===== config.mk =====
export PLATFORM = sky130hd
export DESIGN_NAME = decodificador_bdc
export DESIGN_NICKNAME = d
export VERILOG_FILES = /design/src/rtl/decodificador_bdc_pkg.sv /design/src/rtl/seg7_a_bcd.sv /design/src/rtl/decodificador_bdc.sv
export SDC_FILE = /design/constraint.sdc
export NUM_CORES = 1
export LEC_CHECK = 0
export CAP_MARGIN = 20
export CORE_UTILIZATION = 44
export DETAILED_ROUTE_END_ITERATION = 10
export PLACE_DENSITY = 0.66
export REMOVE_ABC_BUFFERS = 1
export SLEW_MARGIN = 20
export SYNTH_ARGS = -nofsm -noshare
export SYNTH_HDL_FRONTEND = slang
export SYNTH_SLANG_ARGS = --single-unit

===== constraint.sdc =====
create_clock -name clk -period 4.6 [get_ports clk]
set_clock_uncertainty 0.15 [all_clocks]
set_input_delay 0.46 -clock clk [delete_from_list [all_inputs] [get_ports clk]]
set_output_delay 0.46 -clock clk [all_outputs]
set_load 0.01 [all_outputs]

===== src/rtl/decodificador_bdc_pkg.sv =====
// Shared types and seven-segment glyph constants (active-low abcdefg, a is MSB)
// for the segment-to-binary readback decoder.
package decodificador_bdc_pkg;

  localparam int SEG_W = 7;

  typedef enum logic [1:0] {
    IDLE   = 2'd0,
    DECODE = 2'd1,
    DONE   = 2'd2
  } state_t;

  localparam logic [SEG_W-1:0] SEG_BLANK = 7'b1111111;
  localparam logic [SEG_W-1:0] SEG_0     = 7'b0000001;
  localparam logic [SEG_W-1:0] SEG_1     = 7'b1001111;
  localparam logic [SEG_W-1:0] SEG_2     = 7'b0010010;
  localparam logic [SEG_W-1:0] SEG_3     = 7'b0000110;
  localparam logic [SEG_W-1:0] SEG_4     = 7'b1001100;
  localparam logic [SEG_W-1:0] SEG_5     = 7'b0100100;
  localparam logic [SEG_W-1:0] SEG_6     = 7'b0100000;
  localparam logic [SEG_W-1:0] SEG_7     = 7'b0001111;
  localparam logic [SEG_W-1:0] SEG_8     = 7'b0000000;
  localparam logic [SEG_W-1:0] SEG_9     = 7'b0000100;
  // Tail-less 6 and 9 as produced by some display drivers
  localparam logic [SEG_W-1:0] SEG_6_ALT = 7'b1100000;
  localparam logic [SEG_W-1:0] SEG_9_ALT = 7'b0001100;

endpackage


===== src/rtl/seg7_a_bcd.sv =====
// Combinational single-digit decoder: active-low segment pattern to BCD digit,
// with legal-glyph and blank indications.
module seg7_a_bcd
  import decodificador_bdc_pkg::*;
(
  input  logic [SEG_W-1:0] i_pattern,
  output logic [3:0]       o_digit,
  output logic             o_valid,
  output logic             o_blank
);

  // Glyph lookup; a blank is reported separately and is not a valid digit
  always_comb begin
    o_digit = 4'd0;
    o_valid = 1'b1;
    o_blank = 1'b0;
    case (i_pattern)
      SEG_0:     o_digit = 4'd0;
      SEG_1:     o_digit = 4'd1;
      SEG_2:     o_digit = 4'd2;
      SEG_3:     o_digit = 4'd3;
      SEG_4:     o_digit = 4'd4;
      SEG_5:     o_digit = 4'd5;
      SEG_6:     o_digit = 4'd6;
      SEG_6_ALT: o_digit = 4'd6;
      SEG_7:     o_digit = 4'd7;
      SEG_8:     o_digit = 4'd8;
      SEG_9:     o_digit = 4'd9;
      SEG_9_ALT: o_digit = 4'd9;
      SEG_BLANK: begin
        o_valid = 1'b0;
        o_blank = 1'b1;
      end
      default:   o_valid = 1'b0;
    endcase
  end

endmodule


===== src/rtl/decodificador_bdc.sv =====
// Multi-cycle seven-segment to binary decoder, one digit per clock, MSD first.
// Define DECODIFICADOR_SEG_ACTIVE_HIGH_EN for active-high display inputs.
module decodificador_bdc
  import decodificador_bdc_pkg::*;
#(
  parameter int NUM_DIGITS = 2,
  parameter int BIN_W      = 7
) (
  input  logic                        clk,
  input  logic                        rst,
  input  logic                        start,
  input  logic [SEG_W*NUM_DIGITS-1:0] display,
  output logic                        busy,
  output logic                        done,
  output logic [BIN_W-1:0]            binary,
  output logic                        err
);

  localparam int IDX_W = (NUM_DIGITS > 1) ? $clog2(NUM_DIGITS) : 1;
  localparam logic [IDX_W-1:0] LAST_IDX = IDX_W'(NUM_DIGITS - 1);

  state_t                      r_state;
  logic [SEG_W*NUM_DIGITS-1:0] r_shadow;
  logic [IDX_W-1:0]            r_idx;
  logic [BIN_W-1:0]            r_acc;
  logic                        r_seen;
  logic                        r_error;
  logic                        r_busy;
  logic                        r_done;
  logic [BIN_W-1:0]            r_binary;
  logic                        r_err;

  logic [SEG_W-1:0]            w_pattern_raw;
  logic [SEG_W-1:0]            w_pattern;
  logic [3:0]                  w_digit;
  logic                        w_valid;
  logic                        w_blank;
  logic [BIN_W-1:0]            w_acc_next;

  assign w_pattern_raw = r_shadow[r_idx*SEG_W +: SEG_W];

`ifdef DECODIFICADOR_SEG_ACTIVE_HIGH_EN
  assign w_pattern = ~w_pattern_raw;
`else
  assign w_pattern = w_pattern_raw;
`endif

  seg7_a_bcd u_seg7_a_bcd (
    .i_pattern (w_pattern),
    .o_digit   (w_digit),
    .o_valid   (w_valid),
    .o_blank   (w_blank)
  );

  // acc*10 + digit built from shifts; a blank decodes as digit 0
  assign w_acc_next = (r_acc << 2'd3) + (r_acc << 1'd1) + BIN_W'(w_digit);

  // Handshake FSM, digit accumulation and registered result outputs
  always_ff @(posedge clk) begin
    if (!rst) begin
      r_state  <= IDLE;
      r_shadow <= '0;
      r_idx    <= '0;
      r_acc    <= '0;
      r_seen   <= 1'b0;
      r_error  <= 1'b0;
      r_busy   <= 1'b0;
      r_done   <= 1'b0;
      r_binary <= '0;
      r_err    <= 1'b0;
    end else begin
      r_done <= 1'b0;
      case (r_state)
        IDLE: begin
          if (start) begin
            r_shadow <= display;
            r_acc    <= '0;
            r_seen   <= 1'b0;
            r_error  <= 1'b0;
            r_idx    <= LAST_IDX;
            r_busy   <= 1'b1;
            r_state  <= DECODE;
          end
        end
        DECODE: begin
          if (w_valid) begin
            r_acc  <= w_acc_next;
            r_seen <= 1'b1;
          end else if (w_blank && !r_seen) begin
            r_acc  <= w_acc_next;
          end else begin
            r_error <= 1'b1;
          end
          if (r_idx == '0) begin
            r_state <= DONE;
          end else begin
            r_idx <= r_idx - IDX_W'(1);
          end
        end
        DONE: begin
          r_binary <= r_error ? '0 : r_acc;
          r_err    <= r_error;
          r_done   <= 1'b1;
          r_busy   <= 1'b0;
          r_state  <= IDLE;
        end
        default: begin
          r_busy  <= 1'b0;
          r_state <= IDLE;
        end
      endcase
    end
  end

  assign busy   = r_busy;
  assign done   = r_done;
  assign binary = r_binary;
  assign err    = r_err;

endmodule


# Yosys cells after proc, flatten, opt, wreduce, memory -nomap -nowiden
# Cells that the tools add are included.
# op_classes
reduce_logical	15
shift	1
eq_ne	20
addsub	3
mux	22
n_bitwise	1
mul	1
# op_table
op	n
$pmux W4 S9	1
$eq A7 B7 Y1 const B	4
$mux W7	4
$eq A7 B3 Y1 const B	2
$eq A7 B4 Y1 const B	2
$eq A7 B6 Y1 const B	2
$pmux W7 S2	1
$shiftx A14 B5 Y7	1
$reduce_or A12 Y1	1
$mux W1	9
$ne A2 B2 Y1 const B	4
$pmux W1 S2	4
$reduce_and A2 Y1	4
$add A7 B4 Y7	1
$add A7 B7 Y7	1
$eq A7 B1 Y1 const B	1
$eq A7 B5 Y1 const B	1
$logic_not A7 Y1	1
$reduce_and A3 Y1	2
$mul A1 B3 Y4 const B	1
$mux W2	2
$pmux W2 S2	1
$reduce_and A4 Y1	1
$reduce_or A2 Y1	2
10 further kinds	10
# word_totals
wordCells	73
reg_bits	36
in_bits	17
out_inout_bits	10

# Logic depth before layout (Yosys ltp)
# Gate-level depths: netlist of the first run.
# logic_depth
depth_word	9
depth_mapped	16
mapped_depth_nobuf	15

# Cells and area by module
# Synthesis of the first run repeated with hierarchy kept, for this count alone.
# hier_totals
hier_cells	198
area_unflattened_um2	1934.4
# by_module_without_submodules
mod	cells_each	area_each_um2	instances
decodificador_bdc	156	1662.8	1
seg7_a_bcd	42	271.5	1

# Least setup slack after synthesis of the first run
# OpenSTA, ideal clock, no wires.
# synth_path
kind	register to register
start	register r_idx
end	register r_acc[6]
slack_ns	1.584
arrival_time_ns	2.795
path_stages_with_launch	15
path_cell_list	dfxtp_1 mux2_2 or3_4 a211oi_2 or3_4 ha_1 ha_1 inv_1 fa_1 inv_1 a21o_1 a21oi_1 xnor2_1 nand3_1 mux2i_1
# synth_between
elab_chain_cells	9
word_cells_on_any_way	28
classes_between	add/sub (1); mul (1); eq/ne (13); shift (1); mux (6); reduce/logical (6)
# synth_lines
item	line_no	text
from (decl)	decodificador_bdc.sv:24	logic [IDX_W-1:0] r_idx;
from (signal assigned)	decodificador_bdc.sv:97	r_idx <= r_idx - IDX_W'(1);
$mul A1 B3 Y4 *	decodificador_bdc.sv:40	assign w_pattern_raw = r_shadow[r_idx*SEG_W +: SEG_W];
$shiftx A14 B5 Y7 *	decodificador_bdc.sv:40	
$eq A7 B3 Y1 (tied with other cells)	seg7_a_bcd.sv:17	case (i_pattern)
$reduce_or A2 Y1 (no line)	--	
$pmux W4 S9	seg7_a_bcd.sv:17	
$add A7 B4 Y7	decodificador_bdc.sv:56	assign w_acc_next = (r_acc << 2'd3) + (r_acc << 1'd1) + BIN_W'(w_digit);
$mux W7	decodificador_bdc.sv:89	end else if (w_blank && !r_seen) begin
$mux W7	decodificador_bdc.sv:86	if (w_valid) begin
$pmux W7 S2	decodificador_bdc.sv:73	case (r_state)
to (signal assigned)	decodificador_bdc.sv:87	r_acc <= w_acc_next;
to (signal assigned)	decodificador_bdc.sv:90	r_acc <= w_acc_next;
to (decl)	decodificador_bdc.sv:25	logic [BIN_W-1:0] r_acc;
# Mark *: on every way between the ends. The rest lies on a longest branch, timed or not. The select of a mux whose other input is x is not followed.
# A chain may end at the register's enable or synchronous reset.

# Worst setup path in the final report of the first run
# Same ends and word-level chain as after synthesis.

==> results.md, run 1 <==
- RSZ-0062 raised after global routing: no
- Grt ovf: 0
- CP Capture Type: flop
- Total power: 0.770 mW
- Pins over their slew limit: 0
- Peak supply drop: 0.194 mV
- Final WS setup: 1050 ps
- Postcts setup bufs: 0
- Max incr delay on CP: roughly 600 ps
- Synth Flop Type: dfxtp_1
- IO Count: 27
- Power Dens Cells: 322 nW/um^2
- Initial Util: 0.457
- NetSw: 0.195 mW
- CP startpoint kind: flop
- Clock buffer depth: 2
- Least-Margin Pin Slew: 607 ps
- MaxCap Viol Count: 0
- Met2 WL post-DR: around 1.8 mm
- CTS tree: done
- Total GRT Usage: 0.179
- Largest net degree at the start of global routing: 39
- DR top layer: met4
- DR iter-0 viols: 103
- Depth of the CTS H-tree: 2
- Cell Area, Synth: 1980 um^2
- Final WL: around 4.0 mm
- Yosys cell types: 46
- Crit path kind: flop to flop
- Post-CTS Resized: 0
- Period utilisation layout: 0.771
- Worst path cell trace: buf_4, mux2i_2, or3_4, a211oi_2, or3_4, ha_1, ha_1, inv_1, fa_1, inv_1, a21o_1, a21oi_1, xnor2_1, nand3_1, mux2i_1
- Seq pwr share: 0.447
- Critical path data arrival time: 3620 ps
- Die Span X: 69.1 um
- Post-layout instance area: 2390 um^2
- Layout cells sized above 1: 0.0866
- Syn_area_per_cell: 8.60 um^2
- Clock share of power: 0.395
- Reg clk slew, reported paths: 80 ps
- Rows: 24
- Comb power frac: 0.158
- Asr flop ratio synth: 0
- Worst path slowest cell: dfxtp_1
- Yosys reg bits: 36
- Met1 wire length: 1.99 mm
- 1st-pass router iterations: 4
- Clk_lat worst skew: 290 ps
- Final hold violations: 0
- Setup_tns: 0 ps
- Post-detail-place hpwl: roughly 2.8 mm
- Vias per cell: 5.46
- Pint: 0.574 mW
- Crit path max fanout: 13
- Highest Clock Rate: 282 MHz
- Placed cell area: 2260 um^2
- Hold-fix buffers at CTS: 0
- GPL Wtd Cong: 0.865
- # port buffers: 26
- Die area: 4770 um^2
- Core Util, Final: 0.552
- Cts bufs inserted: 5
- Area delta synth->final: 20.7%
- Die height: 69.1 um
- Number of synthesized flops with an enable pin: 0
- DRC viols: 0
- Avg WL per Cell: 13.0 um
- LEAKAGE: about 0.90 nW
- Diode count: 0
- Final setup viols: 0
- Warnings, synthesis: 0
- Via count: 1671
- CTS Sinks: 36
- Outcome: completed
- Root Driver: clkbuf_8
- Seq/Total Area, Yosys: 0.364
- Pre-CTS setup slack: between 1000 and 1500 ps
- First-pass GRT wire length: ~6.9 mm
- Req. time, crit path: 4670 ps
- Worst slew margin: 0.594
- Post-Syn Instances: 230
- Sw Ratio: 0.254
- Vias in the first global route: 1511
- Placed cell count: 298
- Nets: between 200 and 300
- Non-filler cells, final: 306
- Core ar.: 4320 um^2
- Final hold slack: 311 ps
- Fin crit period: 3550 ps
- WL met3: 169 um
- Initial antenna violation count: 0
- HP Class: flop to flop
- Routed Antenna Nets: 0
[layout by cell type (no fill, tap or decap), drive strengths merged, types with 2 or more instances in the layout]
master / instances
clkbuf: 7
o311ai: 2
o21ai: 6
xnor2: 4
a21boi: 18
and3: 3
fa: 2
a21o: 3
nand2: 40
a21oi: 14
xor2: 2
nor3b: 7
nand2b: 2
dfxtp: 36
nor4b: 3
nor2: 10
or3: 6
a211oi: 2
nor4: 3
buf: 2
nor3: 7
mux2: 3
nand3: 4
inv: 10
ha: 8
a32o: 3
clkdlybuf4s50: 26
nor2b: 7
mux2i: 5
[flip-flops by register name, indices dropped and copies added, names as in the netlist]
name	count
r_shadow	14
binary	7
r_acc	7
r_state	2
busy	1
done	1
err	1
r_error	1
r_idx	1
r_seen	1
[layer usage]
metal,GRT usage,vias up
met5,0,-
met4,0.0612,0
met3,0.0453,6
met2,0.266,34
met1,0.250,784
li1,-,847
[cell families after synthesis]
logic type               after synthesis  share of synthesized area
AND/OR/NAND/NOR                       95                      0.256
AO/OA/AOI/OAI                         53                      0.190
flip-flops                            36                      0.364
buffers and inverters                 22                     0.0481
adder cells (fa/ha/maj)               10                     0.0708
multiplexers                           8                     0.0443
XOR/XNOR                               6                     0.0266
[power by group through the flow]
stage               clock network, mW  logic (mW)  registers (mW)
global placement                    0       0.122           0.351
detailed placement                  0       0.122           0.351
global route                    0.325       0.136           0.346
CTS                             0.312       0.123           0.344
finish                          0.304       0.121           0.344
floorplan                           0      0.0804           0.348
[area by class of cell]
cell class	count	area [um^2]
Clock buffer	7	96.3
Timing Repair Buffer	28	275
Fill cell	420	1940
Sequential cell	36	721
Tap cell	52	65.1
Multi-Input combinational cell	172	1160
Clock inverter	1	30.0
Inverter	10	37.5
[critical path: cells and delay by family, from the launching register on]
family,cells,cell delay [ps]
fa+ha+maj,3,840
simple gates,3,660
flops,1,590
mux,2,470
buf+inv,3,370
compound gates,3,230
xor+xnor,1,160
[cell usage after synthesis, types with 4 or more instances]
cell type,n,share of area
or3_1,4,0.013
nor3_1,7,0.018
dfxtp_1,36,0.36
inv_1,10,0.019
nor3b_1,7,0.027
a21boi_0,18,0.068
mux2i_1,4,0.020
a21oi_1,14,0.035
ha_1,8,0.051
xnor2_1,4,0.018
nand2_1,40,0.076
nor2b_1,7,0.022
nand3_1,4,0.010
nor2_1,10,0.019
clkbuf_1,9,0.017
[worst paths after layout]
| path | cells after the start | slack (ps) | start | endpoint |
|---|---|---|---|---|
| worst max-delay path | 15 | 1050 | r_idx | r_acc[6] |
| worst min-delay path | 2 | 310 | binary[2] | binary[2] |
| worst max register to register | 15 | 1050 | r_idx | r_acc[6] |
| worst min register to register | 2 | 310 | binary[2] | binary[2] |
(Power assumes the default switching activity.)
==> run 2: changes to the inputs <==
==> constraint.sdc (replaced) <==
create_clock -name clk -period 3.3 [get_ports clk]
set_clock_uncertainty 0.15 [all_clocks]
set_input_delay 0.33 -clock clk [delete_from_list [all_inputs] [get_ports clk]]
set_output_delay 0.33 -clock clk [all_outputs]
set_load 0.01 [all_outputs]
==> run 2 against run 1 <==
Net effect:
- clock power up 26%
- via count down 0.48%
- critical path depth unchanged
- power up 38%
- sequential cell count unchanged
- count of clock-buffer cells in the layout down 1
- wire length up 8.5%
- non-clock buffer count up 7
- final area up 3.7%
- critical endpoint unchanged
- largest cell class unchanged
- largest power group unchanged
- highest routed layer unchanged
==> results.md, run 2 (synthesized netlist as in run 1, its figures left out) <==
- Period utilisation layout: 0.950
- Sw Ratio: 0.269
- Pint: 0.774 mW
- Most flop-heavy register: r_shadow
- Avg WL per Cell: 13.8 um
- Clock buffer depth: 2
- Vias in the first global route: around 1500
- Final WL: 4.32 mm
- Worst path slowest cell: or3_4
- Placed cell count: 302
- Crit path max-delay family: simple AND/OR/NAND/NOR gates
- CTS tree: done
- Initial Util: 0.457
- Outcome: completed
- CTS Sinks: 36
- Routed Antenna Nets: 0
- Grt ovf: 0
- Setup_tns: 0 ps
- Power Dens Cells: 428 nW/um^2
- Reg clk slew, reported paths: 70 ps
- Die area: about 4800 um^2
- Comb power frac: 0.185
- DR iter-0 viols: 87
- Initial antenna violation count: 0
- Root Driver: clkbuf_8
- Fin crit period: 3140 ps
- 1st-pass router iterations: 4
- CP startpoint kind: flop
- Total power: roughly 1.1 mW
- Area delta synth->final: 25.2%
- Clk_lat worst skew: 290 ps
- MaxCap Viol Count: 0
- Highest Clock Rate: 319 MHz
- Vias per cell: around 5.3
- Critical path data arrival time: 3210 ps
- Buf/Inv on CP: 3
- Total GRT Usage: 0.179
- Die height: 69.1 um
- Diode count: 0
- CP Capture Type: flop
- Final hold violations: 0
- Clock share of power: 0.362
- Rows: 24
- Peak supply drop: 0.239 mV
- Layout cells sized above 1: 0.142
- Crit path kind: flop to flop
- Post-detail-place hpwl: 2.97 mm
- GPL Wtd Cong: approximately 0.85
- Number of flip-flops in the largest register: 14
- Depth of the CTS H-tree: 2
- Non-filler cells, final: 313
- Final setup viols: 0
- Seq pwr share: 0.453
- Crit path max fanout: 10
- Via count: 1663
- Largest net degree at the start of global routing: 27
- # port buffers: 26
- Core ar.: between 4000 and 5000 um^2
- Most frequent cells in the layout: nand2_1, dfxtp_1, clkdlybuf4s50_1
- Max incr delay on CP: 400 ps
- Req. time, crit path: 3370 ps
- HP Class: flop to flop
- Cts bufs inserted: 5
- LEAKAGE: 0.939 nW
- DRC viols: 0
- Die Span X: 69.1 um
- First-pass GRT wire length: between 6 and 7 mm
- Least-Margin Pin Slew: around 610 ps
- Pins over their slew limit: 0
- Most common cell after layout, fill and taps aside: nand2_1
- NetSw: 0.285 mW
- Nets: 287
- IO Count: 27
- Worst slew margin: 0.593
- Worst path cell trace: buf_6, nor4b_1, nor2_1, nor3_2, or3_4, ha_1, ha_2, inv_2, fa_2, inv_1, a21o_1, a21oi_2, xnor2_1, nand3_1, mux2i_1
-- run 2: cell types whose count changed in the layout (fill, tap and decap cells not counted), moves of 2 or more --
cell / before / now
buf_4: 2 / 7
buf_6: 0 / 2
clkbuf_8: 7 / 5
mux2_2: 3 / 1
mux2_4: 0 / 2
-- run 2: worst paths after layout --
| path | startpoint | endpoint | slack [ps] | cells past startpoint |
|---|---|---|---|---|
| worst max-delay path | r_idx | r_acc[6] | 160 | 15 |
| worst min-delay path | binary[0] | binary[0] | 310 | 2 |
| worst min register to register | binary[0] | binary[0] | 310 | 2 |
| worst max register to register | r_idx | r_acc[6] | 160 | 15 |
-- run 2: worst reg2reg max path, stage by stage (launching register included) --
cell     delay, ps
dfxtp_4        380
buf_6          150
nor4b_1        140
nor2_1         290
nor3_2          80
or3_4          400
ha_1           290
ha_2           180
inv_2           40
fa_2           360
inv_1           60
a21o_1         120
a21oi_2         60
xnor2_1        120
nand3_1        100
mux2i_1        150
-- run 2: cell type report --
cell class | instances | area, um^2
fillers | 407 | 1850
multi-input cells | 172 | 1210
flip-flops and latches | 36 | 724
repair buffers | 35 | 335
clock buffers | 6 | 72.6
well taps | 52 | 65.1
inverters | 10 | 37.5
clock inverters | 2 | 35.0
-- run 2: what timing repair did --
item / in CTS / in global routing
resized for setup: 1 / 14
setup buffers: 0 / 3
hold buffers: 0 / 0
pin swaps: 0 / 7
gates cloned: 0 / 0
endpoints found under the setup margin: 1 / 2
-- run 2: metrics by stage --
step,worst slack (ps),hold slack [ps],cell area [um^2],utilization
floorplan,-96.9,283,1920,-
global placement,122,298,2290,0.530
detailed placement,48.9,303,2290,0.530
CTS,21.6,314,2410,0.557
global route,-16.5,354,2480,0.573
finish,164,308,2480,0.573
-- run 2: per-layer routing --
| metal | wire (um) | GRT usage | share of wire |
|---|---|---|---|
| met1 | 2240 | 0.245 | 0.52 |
| met5 | 0 | 0 | 0 |
| met3 | 159 | 0.0424 | 0.037 |
| met2 | 1870 | 0.271 | 0.43 |
| met4 | 59 | 0.0726 | 0.014 |
-- run 2: power groups by stage --
stage               Sequential [mW]  Combinational, mW  Clock [mW]
finish                        0.479              0.196       0.384
global route                  0.481              0.214       0.412
CTS                           0.477              0.183       0.393
detailed placement            0.486              0.180           0
global placement              0.487              0.180           0
floorplan                     0.485              0.112           0
==> run 3: changes to the inputs <==
--- a/config.mk
+++ b/config.mk
@@ -10,7 +10,9 @@
 export DETAILED_ROUTE_END_ITERATION = 10
 export PLACE_DENSITY = 0.66
 export REMOVE_ABC_BUFFERS = 1
+export SKIP_LAST_GASP = 1
 export SLEW_MARGIN = 20
 export SYNTH_ARGS = -nofsm -noshare
 export SYNTH_HDL_FRONTEND = slang
+export SYNTH_HIERARCHICAL = 1
 export SYNTH_SLANG_ARGS = --single-unit
==> run 3 against run 2 <==
Net effect:
- the flow now finishes with violations (negative setup slack)
- maximum frequency fell by 5.2%
- via count fell by 3.7%
- clock power fell by 23%
- core utilization rose by 3.8 points
- non-clock buffer count rose by 14
- sequential cell count did not move
- critical path depth fell by 4
==> results.md, run 3 <==
- Outcome: finished with violations
- Failing checks: negative setup slack
- Core Util, Final: 0.610
- Cell Area, Synth: slightly below 2000 um^2
- Peak supply drop: 0.151 mV
- Count leader, synth: dfxtp_1
- Filler cells: 349
- Period utilisation layout: 1.00
- Simple-gate share of the synthesized area: 0.195
- Path depth of the worst reg2reg path: 11
- Most flop-heavy register: r_shadow
- Main combinational cell family by area after synthesis: compound AO/OA/AOI/OAI gates
- Clock buffer depth: 2
- GPL Wtd Cong: 0.845
- Nets: roughly 270
- Reg clk slew, reported paths: 70 ps
- Total power: 1.02 mW
- Asr flop ratio synth: 0
- Most frequent cells in the layout: dfxtp_1, clkdlybuf4s50_1, buf_4
- Post-Syn Instances: 198
- Crit path max fanout: 5
- Crit path kind: flop to flop
- Reg-to-reg startpoint: r_idx
- Vias per cell: 5.54
- Area delta synth->final: 29.8%
- 1st-pass router iterations: 4
- Most area-consuming cells after synthesis: dfxtp_1, a22o_1, ha_1
- Synth Flop Type: dfxtp_1
- Via count: 1602
- Cell accounting for the most synthesized area: dfxtp_1
- Diode count: 0
- Final WL: 4.59 mm
- Post-detail-place hpwl: 3.15 mm
- Pre-CTS setup slack: -292 ps
- Root Driver: clkbuf_8
- Hold-fix buffers at CTS: 0
- CTS Sinks: 36
- Register area: 724 um^2
- # port buffers: 26
- Seq/Total Area, Yosys: 0.373
- MaxCap Viol Count: 0
- Placed cell area: roughly 2300 um^2
- Die Span X: 68.3 um
- LEAKAGE: 0.991 nW
- Reg-to-reg setup timing slack: -8 ps
- RSZ-0062 raised after global routing: yes
- Synth Area in Compound Gates: 0.222
- Total GRT Usage: 0.212
- Final WS setup: -8.40 ps
- Clk_lat worst skew: 290 ps
- Routed Antenna Nets: 0
- Rows: 23
- First-pass GRT wire length: ~7 mm
- Die area: 4670 um^2
- HP Class: flop to flop
- Highest Clock Rate: 302 MHz
- Share of the synthesized area in the top cell type: 0.373
- Area share of fa/ha/maj cells after synthesis: 0.0776
- Commonest cells in the netlist: dfxtp_1, a22o_1, a21oi_1, inv_1
- Grt ovf: 0
- Pins over their slew limit: 0
- Yosys cell types: 46
- Die height: 68.3 um
- Worst slew margin: 0.429
- CP startpoint kind: flop
- Hold endpoint: binary[0]
- DRC viols: 0
- Power Dens Cells: slightly above 400 nW/um^2
- Final setup viols: 1
- Avg WL per Cell: around 16 um
- Post-layout instance area: 2510 um^2
- Req. time, crit path: 3340 ps
- Xor/xnor share of the synthesized area: 0.0272
- CP Capture Type: flop
- Layout cells sized above 1: 0.243
- Core ar.: 4120 um^2
- Cts bufs inserted: 5
- Initial antenna violation count: 0
- Warnings, synthesis: 6
- Syn_area_per_cell: 9.77 um^2
- Largest net degree at the start of global routing: 17
- Critical path data arrival time: around 3400 ps
- Area of the multi-input gates: 1160 um^2
- Reg-to-Reg End: r_acc[6]
- Fin crit period: approximately 3300 ps
- WHS Path Cells: 2
- Mux share of post-synthesis cell area: 0.0408
- Number of flip-flops in the largest register: 14
- HP Start: binary[0]
- Final hold slack: 305 ps
- Final hold violations: 0
- Yosys reg bits: 36
- Number of synthesized flops with an enable pin: 0
- Most common cell after layout, fill and taps aside: dfxtp_1
- IO Count: 27
- CTS tree: done
- Depth of the CTS H-tree: 2
- Vias in the first global route: roughly 1500
- DR iter-0 viols: 92
- Least-Margin Pin Slew: 852 ps
- Initial Util: 0.470
## run 3: cell count changes in the layout (fill, tap and decap cells not counted), moves of 5 or more
cell / delta
a21boi_0: -18
a21boi_2: +5
a22o_1: +16
buf_4: +12
nand2_1: -33
nand2b_1: +6
nand3_2: +5
## run 3: worst max-delay path: stages (launching register included)
cell	delay (ps)
dfxtp_4	390
mux2_2	350
or3_4	410
a2111oi_4	190
inv_1	110
fa_1	570
inv_2	60
fa_2	390
a21o_1	200
a21oi_2	140
xnor2_1	80
a22o_1	170
## run 3: final cells by class
cell class / instances / area share
Sequential cell: 36 / 0.288
Clock inverter: 1 / 0.00199
Clock buffer: 6 / 0.0289
Inverter: 11 / 0.0164
Tap cell: 50 / 0.0249
Timing Repair Buffer: 49 / 0.178
Multi-Input combinational cell: 136 / 0.461
## run 3: how the worst max path moves through the flow
stage               startpoint  endpoint  slack (ps)  cells past startpoint
global placement         r_idx  r_acc[6]        -200                     11
global route             r_idx  r_acc[6]        -150                     12
floorplan                r_idx  r_acc[6]        -270                     11
CTS                      r_idx  r_acc[6]          10                     13
finish                   r_idx  r_acc[6]          -8                     11
detailed placement       r_idx  r_acc[6]        -290                     11
## run 3: cells by family after synthesis
family | Yosys count
and+or+nand+nor | 58
AOI/OAI and AO/OA | 54
adders and majority gates | 11
buffers and inverters | 26
muxes | 7
DFF | 36
xor gates and xnor gates | 6
## run 3: stage by stage
stage                     TNS (ps)  instances
after floorplan               -379        183
after global placement        -276        278
after detailed placement      -531        278
after CTS                        0        287
after global routing          -179        289
final                        -8.40        289
## run 3: report_power, final
part	total (mW)	internal, mW	switching (mW)
sequential	0.473	0.455	0.0183
clock	0.295	0.143	0.152
combinational	0.254	0.131	0.123
## run 3: timing repair
item,4_1_cts,5_1_grt
buffers inserted,2,3
setup endpoints to repair,3,3
gates resized for setup,11,12
cloned,0,0
pin swaps,6,14
## run 3: routing by layer
layer | wire length (um) | GRT usage
met1 | 2030 | 0.237
met4 | 126 | 0.107
met5 | 0 | 0
met2 | 2260 | 0.357
met3 | 178 | 0.0667
